==> config.mk <==
export PLATFORM = sky130hd
export DESIGN_NAME = fft_unloader
export DESIGN_NICKNAME = d
export VERILOG_FILES = /design/src/rtl/fft_unloader.sv
export SDC_FILE = /design/constraint.sdc
export NUM_CORES = 1
export LEC_CHECK = 0
export CAP_MARGIN = 20
export CORE_UTILIZATION = 61
export CTS_CLUSTER_SIZE = 40
export DETAILED_ROUTE_END_ITERATION = 7
export GPL_TIMING_DRIVEN = 1
export PLACE_DENSITY = 0.86
export SLEW_MARGIN = 20
export SYNTH_ARGS = -nofsm -noshare
export SYNTH_HDL_FRONTEND = slang
export SYNTH_SLANG_ARGS = --single-unit
==> constraint.sdc <==
create_clock -name clk -period 4.61 [get_ports clk]
set_input_delay 1.1525 -clock clk [delete_from_list [all_inputs] [get_ports clk]]
set_output_delay 1.1525 -clock clk [all_outputs]
set_load 0.03 [all_outputs]
==> src/rtl/fft_unloader.sv <==
// fft_unloader: captures a bit-reversed parallel FFT frame and
// streams bins in natural order over valid/ready, with a pending slot.
module fft_unloader #(
    parameter int N          = 8,
    parameter int DATA_WIDTH = 16,
    localparam int BIN_W     = (N > 1) ? $clog2(N) : 1
) (
    input  logic                         clk,
    input  logic                         n_rst,
    input  logic [DATA_WIDTH*2*N-1:0]    cplx_data_in,
    input  logic                         en,
    input  logic                         out_ready,
    output logic [2*DATA_WIDTH-1:0]      out_data,
    output logic [BIN_W-1:0]             out_bin,
    output logic                         out_valid,
    output logic                         out_last,
    output logic                         overflow
);

    localparam int SW = 2 * DATA_WIDTH;
    localparam int FW = SW * N;
    localparam logic [BIN_W-1:0] LAST = BIN_W'(N - 1);

    logic [FW-1:0]    active;
    logic [FW-1:0]    pending;
    logic             act_v;
    logic             pend_v;
    logic [BIN_W-1:0] cnt;
    logic [BIN_W-1:0] rev;
    logic [SW-1:0]    lane_sel;
    logic             fire;
    logic             rel;

    function automatic logic [BIN_W-1:0] bitrev(input logic [BIN_W-1:0] v);
        logic [BIN_W-1:0] r;
        for (int i = 0; i < BIN_W; i++) begin
            r[i] = v[BIN_W-1-i];
        end
        return r;
    endfunction

    assign fire = act_v && out_ready;
    assign rel  = fire && (cnt == LAST);
    assign rev  = (N > 1) ? bitrev(cnt) : '0;

    // Select the lane holding natural-order bin cnt (lane 0 is the MSB lane).
    always_comb begin
        lane_sel = '0;
        for (int s = 0; s < N; s++) begin
            if (BIN_W'(s) == rev) begin
                lane_sel = active[(N-1-s)*SW +: SW];
            end
        end
    end

    assign out_valid = act_v;
    assign out_data  = lane_sel;
    assign out_bin   = cnt;
    assign out_last  = act_v && (cnt == LAST);

    // Slot occupancy, frame loading, bin counter and overrun pulse.
    always_ff @(posedge clk or negedge n_rst) begin
        if (!n_rst) begin
            active   <= '0;
            pending  <= '0;
            act_v    <= 1'b0;
            pend_v   <= 1'b0;
            cnt      <= '0;
            overflow <= 1'b0;
        end else begin
            overflow <= 1'b0;
            if (fire) begin
                cnt <= rel ? '0 : cnt + BIN_W'(1);
            end
            if (!act_v || (rel && !pend_v)) begin
                act_v <= en;
                if (en) active <= cplx_data_in;
            end else if (rel) begin
                active <= pending;
                pend_v <= en;
                if (en) pending <= cplx_data_in;
            end else if (!pend_v) begin
                if (en) begin
                    pend_v  <= 1'b1;
                    pending <= cplx_data_in;
                end
            end else begin
                overflow <= en;
            end
        end
    end

endmodule

# Word level (Yosys, flattened, before mapping)
# Cells that the tools add are included.
# op_classes
addsub	1
mul	0
div_mod_pow	0
order_cmp	0
n_eq_ne	10
n_shift	0
n_mux	21
bitwise_logic	1
reduce_logical	11
# op_table
op	count
256-bit two-way mux	6
32-bit two-way mux	8
3-bit equality test (first input constant)	4
2-bit by 3-bit equality test with 1-bit output (first input constant)	2
1-bit two-way mux	6
1-bit logical AND	4
2-bit AND reduction	2
3-bit by 1-bit adder with 3-bit output (second input constant)	1
1-bit by 3-bit equality test with 1-bit output (first input constant)	1
3-bit equality test (second input constant)	1
3-bit logical NOT	1
3-bit two-way mux	1
1-bit logical NOT	2
2-bit by 1-bit inequality test with 1-bit output (second input constant)	1
2-bit inequality test (second input constant)	1
2-bit nonzero test	1
1-bit logical OR	1
1-bit inverter	1
# totals
reg_bits	518
latch_bits	0
mem_bits_rw	0
mem_bits_ro	0
inputBits	260
output_inout_bits	38
word_cells	50
n_memories	0

# Logic depth before layout (Yosys ltp)
# Gate-level depths: netlist (run 1).
# depth
word_depth	9
depth_mapped	9
mapped_depth_nobuf	6

# Least setup slack after synthesis (run 1)
# OpenSTA, ideal clock, no wires.
# synth_path
path_kind	reg-to-output
from	register cnt[1], in the netlist out_bin[1]
to	output out_data[30]
t_arrival_ns	2.142
required_time_ns	3.458
setup_slack_ns	1.316
stages_incl_launch_ff	8
path_buffers	3
path_cell_list	dfrtp_1 -> buf_2 -> buf_2 -> buf_2 -> nand3b_1 -> o211ai_1 -> o31ai_1 -> o21ai_0
# synth_between
elab_chain_cells	9
elab_cells_between_ends	16
classes_between	eq/ne: 7; mux: 8; reduce/logical: 1
# synth_lines
element	line	rtl
start, declared	28	logic [BIN_W-1:0] cnt;
start signal, assigned	73	cnt <= rel ? '0 : cnt + BIN_W'(1);
3-bit logical NOT	50	if (BIN_W'(s) == rev) begin
32-bit two-way mux (7 in a row)	50	
32-bit two-way mux *	50	
end, declared	13	output logic [2*DATA_WIDTH-1:0] out_data,
# Mark *: on every way between the ends. The rest lies on a longest branch, timed or not.

# Final worst setup path (run 1)
# layout_path
from	register cnt[1], in the netlist out_bin[1]
to	output out_data[31]
# Same word-level chain as after synthesis.

==> impl_metrics.csv, run 1 <==
group,metric,value,unit
die,die-width,204,um
yosys,yosys-top-cells-area,"dfrtp_1 52%, mux2_4 14%, nand2_1 7.8%",
worst_setup_path,critPathCaptureType,"output port",
worst_setup_path,cp_data_arrival_time,3350,ps
yosys,synthesized_instance_count,2299,
yosys,synth.most_common_cell,"dfrtp_1",
die,dieArea,41700,um^2
routing,drt_pass1_iterations,6,
worst_setup_path,worst_setup_path_start_kind,"flip-flop",
yosys,synth.largest_area_cell,"dfrtp_1",
sta,worst_clock_skew,12.7,ps
global_route,grt_pass1_vias,19800,
clock_network,tritoncts_clock_tree,"yes",
clock_network,max-clock-path-buffers,3,
routing,vias,19600,
die,floorplan.die.height,204,um
routing,drtAntennaViolNets,0,
min_path,min-delay-start,"pending[6]$_DFFE_PN0P_",
placement,dpl.hpwl,49900,um
finish,design_area,30000,um^2
placement,dpl.cell_count,2983,
sta,worst_slack,104,ps
clock_network,htreeDepth,2,
global_route,grt_max_degree,146,
sta,timing_hold_violations_final,0,
worst_setup_path,critPathRequiredTime,3460,ps
die,start_util,0.623,
yosys,synth_enable_flop_cells,0,
global_route,antenna_found_initial,14,
die,count_of_boundary_i_o_pins,298,
clock_network,cts_hold_repair.buffers,0,
yosys,synth-seq-cells,518,
yosys,yosys_warnings,0,
placement,dp_worst_setup_slack,536,ps
min_path,min-delay-path-class,"reg -> reg",
routing,avgRoutedWirePerCell,24.2,um
sta,period_utilization_post_route,0.977,
finish,number_of_standard_cells_in_the_layout_taps_in_and_fillers_out,3082,
finish,final_core_utilization,0.750,
clock_network,tritoncts.num_buffers,53,
finish,final_layout_size_suffix_gt1_frac,0.168,
global_route,grt_pass1_wl,114000,um
finish,syn2layout_area_growth,20.4,%
yosys,async_reset_ff_frac,1.00,
sta,grt_setup_unrepaired,"false",
yosys,syn_nets,2561,
yosys,synth.top_cells.by_count,"518 x dfrtp_1, 515 x nand2_1, 289 x nor2_1, 256 x a31oi_1, 240 x mux2_4",
yosys,synth-seq-area-share,0.520,
sta,setup-violations-final,0,
placement,io_buffers,297,
global_route,grt.total_usage,0.362,
clock_network,clk-insertion-delay-late,590,ps
finish,finalNetCount,2776,
sta,fmax,0.222,GHz
global_route,globalRoute.totalOverflow,0,
die,placeable_core_region,40000,um^2
status,status,"finished clean",
pwr,power-per-cell-area,733,nW/um^2
worst_setup_path,reg2reg_from,"out_bin[1]$_DFFE_PN0P_",
sta,worst-slew-pin-transition,942,ps
routing,post_route_drc,0,
clock_network,cts.sink_count,518,
worst_setup_path,path_class,"reg -> out",
routing,drt_wl_total,74600,um
placement,globalplace.congestion,0.875,
yosys,netlist-cell-type-count,35,
sta,finalMaxSlewViolations,0,
worst_setup_path,critical_path_peak_fanout,45,
routing,routed_via_count_divided_by_cell_count,6.37,
clock_network,clkTransAtPathRegs,60,ps
clock_network,clockRootBuffer,"clkbuf_16",
placement,placed_cell_area,28300,um^2
job,maxCapViolCount,0,
worst_setup_path,cp-startpoint,"out_bin[1]$_DFFE_PN0P_",
sta,timing.slew.headroom,0.372,
yosys,synth_area,24900,um^2
yosys,synth_largest_type_area_fraction,0.520,
sta,final.min_clock_period,4510,ps
die,num_rows,73,
pwr,leakage,12.7,nW
pwr,vdd.ir_drop.worst,0.583,mV
sta,setup_tns,0,ps
routing,initialDrtViolationCount,2340,
yosys,primary_ff_master_synth,"dfrtp_1",
yosys,syn_area_per_cell,10.8,um^2
==> placed cells by master (no fill, tap or decap), drive strengths merged <==
cell / synthesis / layout
a2111oi: 31 / 31
a21boi: 31 / 31
a21oi: 35 / 35
a31oi: 256 / 256
a32o: 31 / 31
and2: 2 / 2
and3: 1 / 1
and4: 1 / 1
buf: 96 / 56
bufinv: 0 / 3
clkbuf: 90 / 78
clkdlybuf4s50: 0 / 290
clkinv: 0 / 7
clkinvlp: 0 / 1
dfrtp: 518 / 518
diode: 0 / 9
ha: 2 / 2
mux2: 259 / 259
mux2i: 33 / 33
mux4: 31 / 31
nand2: 516 / 516
nand2b: 34 / 34
nand3b: 1 / 1
nand4: 1 / 1
nor2: 289 / 289
nor2b: 2 / 2
o211a: 1 / 1
o211ai: 1 / 1
o21a: 1 / 1
o21ai: 34 / 34
o31ai: 1 / 1
xor2: 1 / 1
==> final timing paths <==
check                                          endpoint  slack (ps)  cells past startpoint
worst max-delay path                       out_data[31]         100                      6
worst min-delay path             pending[6]$_DFFE_PN0P_         510                      1
worst max register to register  pending[86]$_DFFE_PN0P_        1310                      8
worst min register to register   pending[6]$_DFFE_PN0P_         510                      1
max in group asynchronous        active[87]$_DFFE_PN0P_        2900                      3
min in group asynchronous       active[103]$_DFFE_PN0P_         640                      1
==> cell families after synthesis <==
kind of cell | Yosys count | synth area share
DFF | 518 | 0.520
AOI/OAI and AO/OA | 422 | 0.112
buffers and inverters | 186 | 0.0397
and+or+nand+nor | 847 | 0.132
xor gates and xnor gates | 1 | 0.000351
muxes | 323 | 0.194
adders and majority gates | 2 | 0.00100
==> final cells by class <==
cell class	instances	area, um^2
diodes	9	22.5
clock buffers	78	1490
clock inverters	11	133
fillers	2519	9990
multi-input cells	1595	11000
flip-flops and latches	518	13000
well taps	525	657
repair buffers	346	3730
==> routing by layer <==
layer / GRT usage / share of wire / up-vias
met5: 0 / 0.00043 / -
met4: 0.201 / 0.058 / 6
met1: 0.493 / 0.39 / 9807
met3: 0.0808 / 0.097 / 215
met2: 0.542 / 0.45 / 1160
li1: - / - / 8431
==> report_power, final <==
group          internal (W)  switching [W]  total (W)  leakage, nW
logic               0.00461        0.00451    0.00913         5.78
clock network       0.00238        0.00177    0.00416        0.795
registers           0.00686        0.00186    0.00872         6.14
total                0.0139        0.00815     0.0220         12.7
==> sequential cells by signal, summed over array words and instances, names as in the netlist <==
signal / count
active: 256
out_valid: 1
out_bin: 3
pending: 256
overflow: 1
pend_v: 1
==> critical path, cell delays in order, from the launching register on <==
cell             delay, ps
dfrtp_4                700
buf_6                  390
nand2b_1               160
a21boi_0               120
a2111oi_0              520
a21oi_1                170
clkdlybuf4s50_1        650
==> through the flow <==
step | hold WS, ps | total power, W
2_1_floorplan | 480 | 0.0142
3_3_place_gp | 489 | 0.0171
3_5_place_dp | 491 | 0.0175
4_1_cts | 509 | 0.0219
5_1_grt | 516 | 0.0230
6_report | 505 | 0.0220
==> repair_timing <==
item	in CTS	in global routing
setup endpoints to repair	9	0
resized for setup	1	0
setup buffers	1	0
(Power assumes the default switching activity.)
==> run 2, diff against run 1 <==
--- a/config.mk
+++ b/config.mk
@@ -5,13 +5,14 @@
 export SDC_FILE = /design/constraint.sdc
 export NUM_CORES = 1
 export LEC_CHECK = 0
+export ABC_AREA = 1
 export CAP_MARGIN = 20
 export CORE_UTILIZATION = 61
 export CTS_CLUSTER_SIZE = 40
 export DETAILED_ROUTE_END_ITERATION = 7
 export GPL_TIMING_DRIVEN = 1
 export PLACE_DENSITY = 0.86
-export SLEW_MARGIN = 20
+export SLEW_MARGIN = 5
 export SYNTH_ARGS = -nofsm -noshare
 export SYNTH_HDL_FRONTEND = slang
 export SYNTH_SLANG_ARGS = --single-unit
==> impl_metrics.csv, run 2 <==
group,metric,value,unit
yosys,yosys-top-cells-area,"dfrtp_1 53%, nand2_1 13%, o21ai_0 10%",
sta,timing.slew.headroom,0.370,
pwr,totalPowerFinal,0.0197,W
die,die-width,203,um
yosys,synth.most_common_cell,"nand2_1",
worst_setup_path,worst-path-stages,7,
finish,register_area,13000,um^2
placement,globalplace.congestion,1.02,
clock_network,cts_setup_buffers,0,
yosys,synth_area,24600,um^2
worst_setup_path,rrSetupSlack,1140,ps
sta,timing_hold_violations_final,0,
min_path,min-delay-path-class,"reg -> reg",
yosys,syn_area_per_cell,7.75,um^2
finish,nFillCells,2687,
sta,setup_tns,0,ps
clock_network,htreeDepth,2,
routing,initialDrtViolationCount,3101,
clock_network,max-clock-path-buffers,3,
yosys,synth.largest_area_cell,"dfrtp_1",
die,num_rows,73,
min_path,min_delay_path_depth,2,
clock_network,clk-insertion-delay-late,600,ps
sta,setup-violations-final,0,
finish,multi_input_comb_area,8690,um^2
finish,syn2layout_area_growth,21.7,%
worst_setup_path,reg2reg_from,"out_bin[1]$_DFFE_PN0P_",
global_route,grt_pass1_wl,116000,um
clock_network,cts_hold_repair.buffers,0,
finish,n_antenna_cell,0,
placement,dpl.cell_count,3819,
worst_setup_path,critPathRequiredTime,3460,ps
routing,vias,22500,
worst_setup_path,worst_setup_path_start_kind,"flip-flop",
worst_setup_path,reg2reg_depth,11,
yosys,synth_largest_type_area_fraction,0.528,
die,count_of_boundary_i_o_pins,298,
finish,finalNetCount,3611,
clock_network,clockRootBuffer,"clkbuf_16",
yosys,synthesized_instance_count,3171,
sta,finalMaxSlewViolations,0,
finish,layout.cells.most_common,"nand2_1",
routing,post_route_drc,0,
worst_setup_path,cp_data_arrival_time,3040,ps
clock_network,cts-resized-gates,0,
yosys,primary_ff_master_synth,"dfrtp_1",
routing,drt_pass1_iterations,6,
sta,period_utilization_post_route,0.910,
placement,io_buffers,297,
die,start_util,0.618,
min_path,min-delay-start,"pending[72]$_DFFE_PN0P_",
die,placeable_core_region,39700,um^2
yosys,netlist-cell-type-count,24,
worst_setup_path,slowest_delay,480,ps
die,floorplan.die.height,203,um
clock_network,cts.sink_count,518,
worst_setup_path,crit_path_cell_trace,"clkinv_2 > buf_12 > nand3_1 > nand4_1 > nor2_1 > nand4_1 > buf_12",
worst_setup_path,cp-startpoint,"out_bin[0]$_DFFE_PN0P_",
global_route,grt_pass1_vias,21300,
placement,dp_worst_setup_slack,926,ps
global_route,grt_max_degree,176,
status,status,"finished clean",
routing,avgRoutedWirePerCell,18.9,um
worst_setup_path,path_class,"reg -> out",
job,maxCapViolCount,0,
finish,final_layout_size_suffix_gt1_frac,0.0519,
clock_network,tritoncts.num_buffers,53,
min_path,terminating_pin_of_the_worst_hold_path,"pending[72]$_DFFE_PN0P_",
sta,grt_setup_unrepaired,"false",
yosys,synth-seq-area-share,0.528,
routing,routed_via_count_divided_by_cell_count,5.75,
sta,worst-slew-pin-transition,946,ps
yosys,syn_nets,3433,
worst_setup_path,cpLargestDelayFamily,"simple AND/OR/NAND/NOR gates",
clock_network,tritoncts_clock_tree,"yes",
placement,dpl.hpwl,51500,um
yosys,yosys_warnings,0,
finish,layout.cells.most_common_list,"832 x nand2_1, 518 x inv_1, 516 x dfrtp_1, 512 x o21ai_0, 264 x clkdlybuf4s50_1",
yosys,synth_enable_flop_cells,0,
routing,drt_wl_total,74200,um
pwr,power-per-cell-area,661,nW/um^2
die,dieArea,41100,um^2
sta,worst_clock_skew,19.0,ps
worst_setup_path,critical_path_peak_fanout,111,
sta,final.min_clock_period,4190,ps
clock_network,clkTransAtPathRegs,60,ps
worst_setup_path,worst_path_max_delay_cell,"nor2_1",
pwr,leakage,14.4,nW
routing,drtAntennaViolNets,0,
finish,number_of_standard_cells_in_the_layout_taps_in_and_fillers_out,3918,
yosys,synth-seq-cells,518,
pwr,vdd.ir_drop.worst,0.339,mV
global_route,grt.total_usage,0.366,
global_route,globalRoute.totalOverflow,0,
sta,fmax,0.238,GHz
global_route,antenna_found_initial,0,
yosys,synth.top_cells.by_count,"832 x nand2_1, 518 x dfrtp_1, 518 x inv_1, 512 x o21ai_0, 221 x o21ai_1",
worst_setup_path,cp_num_buf_inv,3,
sta,worst_slack,416,ps
yosys,async_reset_ff_frac,1.00,
worst_setup_path,crit-reg2reg-capture,"pending[119]$_DFFE_PN0P_",
worst_setup_path,critPathCaptureType,"output port",
[run 2: changes by cell type after synthesis, moves of 33 or more]
| cell | change |
|---|---|
| nand2_1 | +317 |
| nor2_1 | -185 |
| mux2_4 | -240 |
| o21ai_0 | +479 |
| nand2b_1 | -34 |
| inv_1 | +518 |
| o21ai_1 | +221 |
| mux2i_1 | -33 |
| nand4_1 | +160 |
| a31oi_1 | -256 |
| nand3_1 | +34 |
[run 2: cells by family (layout without fill, tap and decap cells)]
logic type,Yosys count,in the layout,synth area share
compound gates,774,774,0.158
fa+ha+maj,2,2,0.00102
simple gates,1138,1138,0.193
buf+inv,739,961,0.120
flops,518,518,0.528
[run 2: area by class of cell]
class | count | share of cell area
multi-input cells | 1914 | 0.291
clock inverters | 15 | 0.00569
well taps | 525 | 0.0220
inverters | 522 | 0.0656
repair buffers | 340 | 0.127
clock buffers | 84 | 0.0550
flip-flops and latches | 518 | 0.434
[run 2: worst reg2reg max path, stage by stage (launching register included)]
cell and delay, ps:
dfrtp_2 380, buf_4 520, ha_1 280, ha_1 190, inv_1 90, nor2_2 270, inv_2 110, nand2_1 140
nand3_4 600, buf_12 510, nand2_1 120, o21ai_0 120
[run 2: per-layer routing]
layer | part of all wire | track usage
met5 | 0 | 0
met4 | 0.059 | 0.206
met3 | 0.10 | 0.0754
met2 | 0.43 | 0.528
met1 | 0.41 | 0.519
[run 2: stage by stage]
stage               hold WS, ps   util  instance area [um^2]
CTS                         489  0.752                 29900
floorplan                   453      -                 24600
global route                509  0.752                 29900
global placement            465  0.707                 28100
finish                      487  0.752                 29900
detailed placement          473  0.707                 28100
[run 2: power by group]
group,internal [W],switching [W]
clock network,0.00262,0.00183
registers,0.00669,0.00154
logic,0.00284,0.00424
[run 2: worst max path at each step]
stage	endpoint	slack (ps)
3_3_place_gp	pending[43]$_DFFE_PN0P_	1040
5_1_grt	out_data[12]	290
2_1_floorplan	out_data[10]	1600
4_1_cts	out_data[15]	480
6_report	out_data[28]	420
3_5_place_dp	pending[146]$_DFFE_PN0P_	930
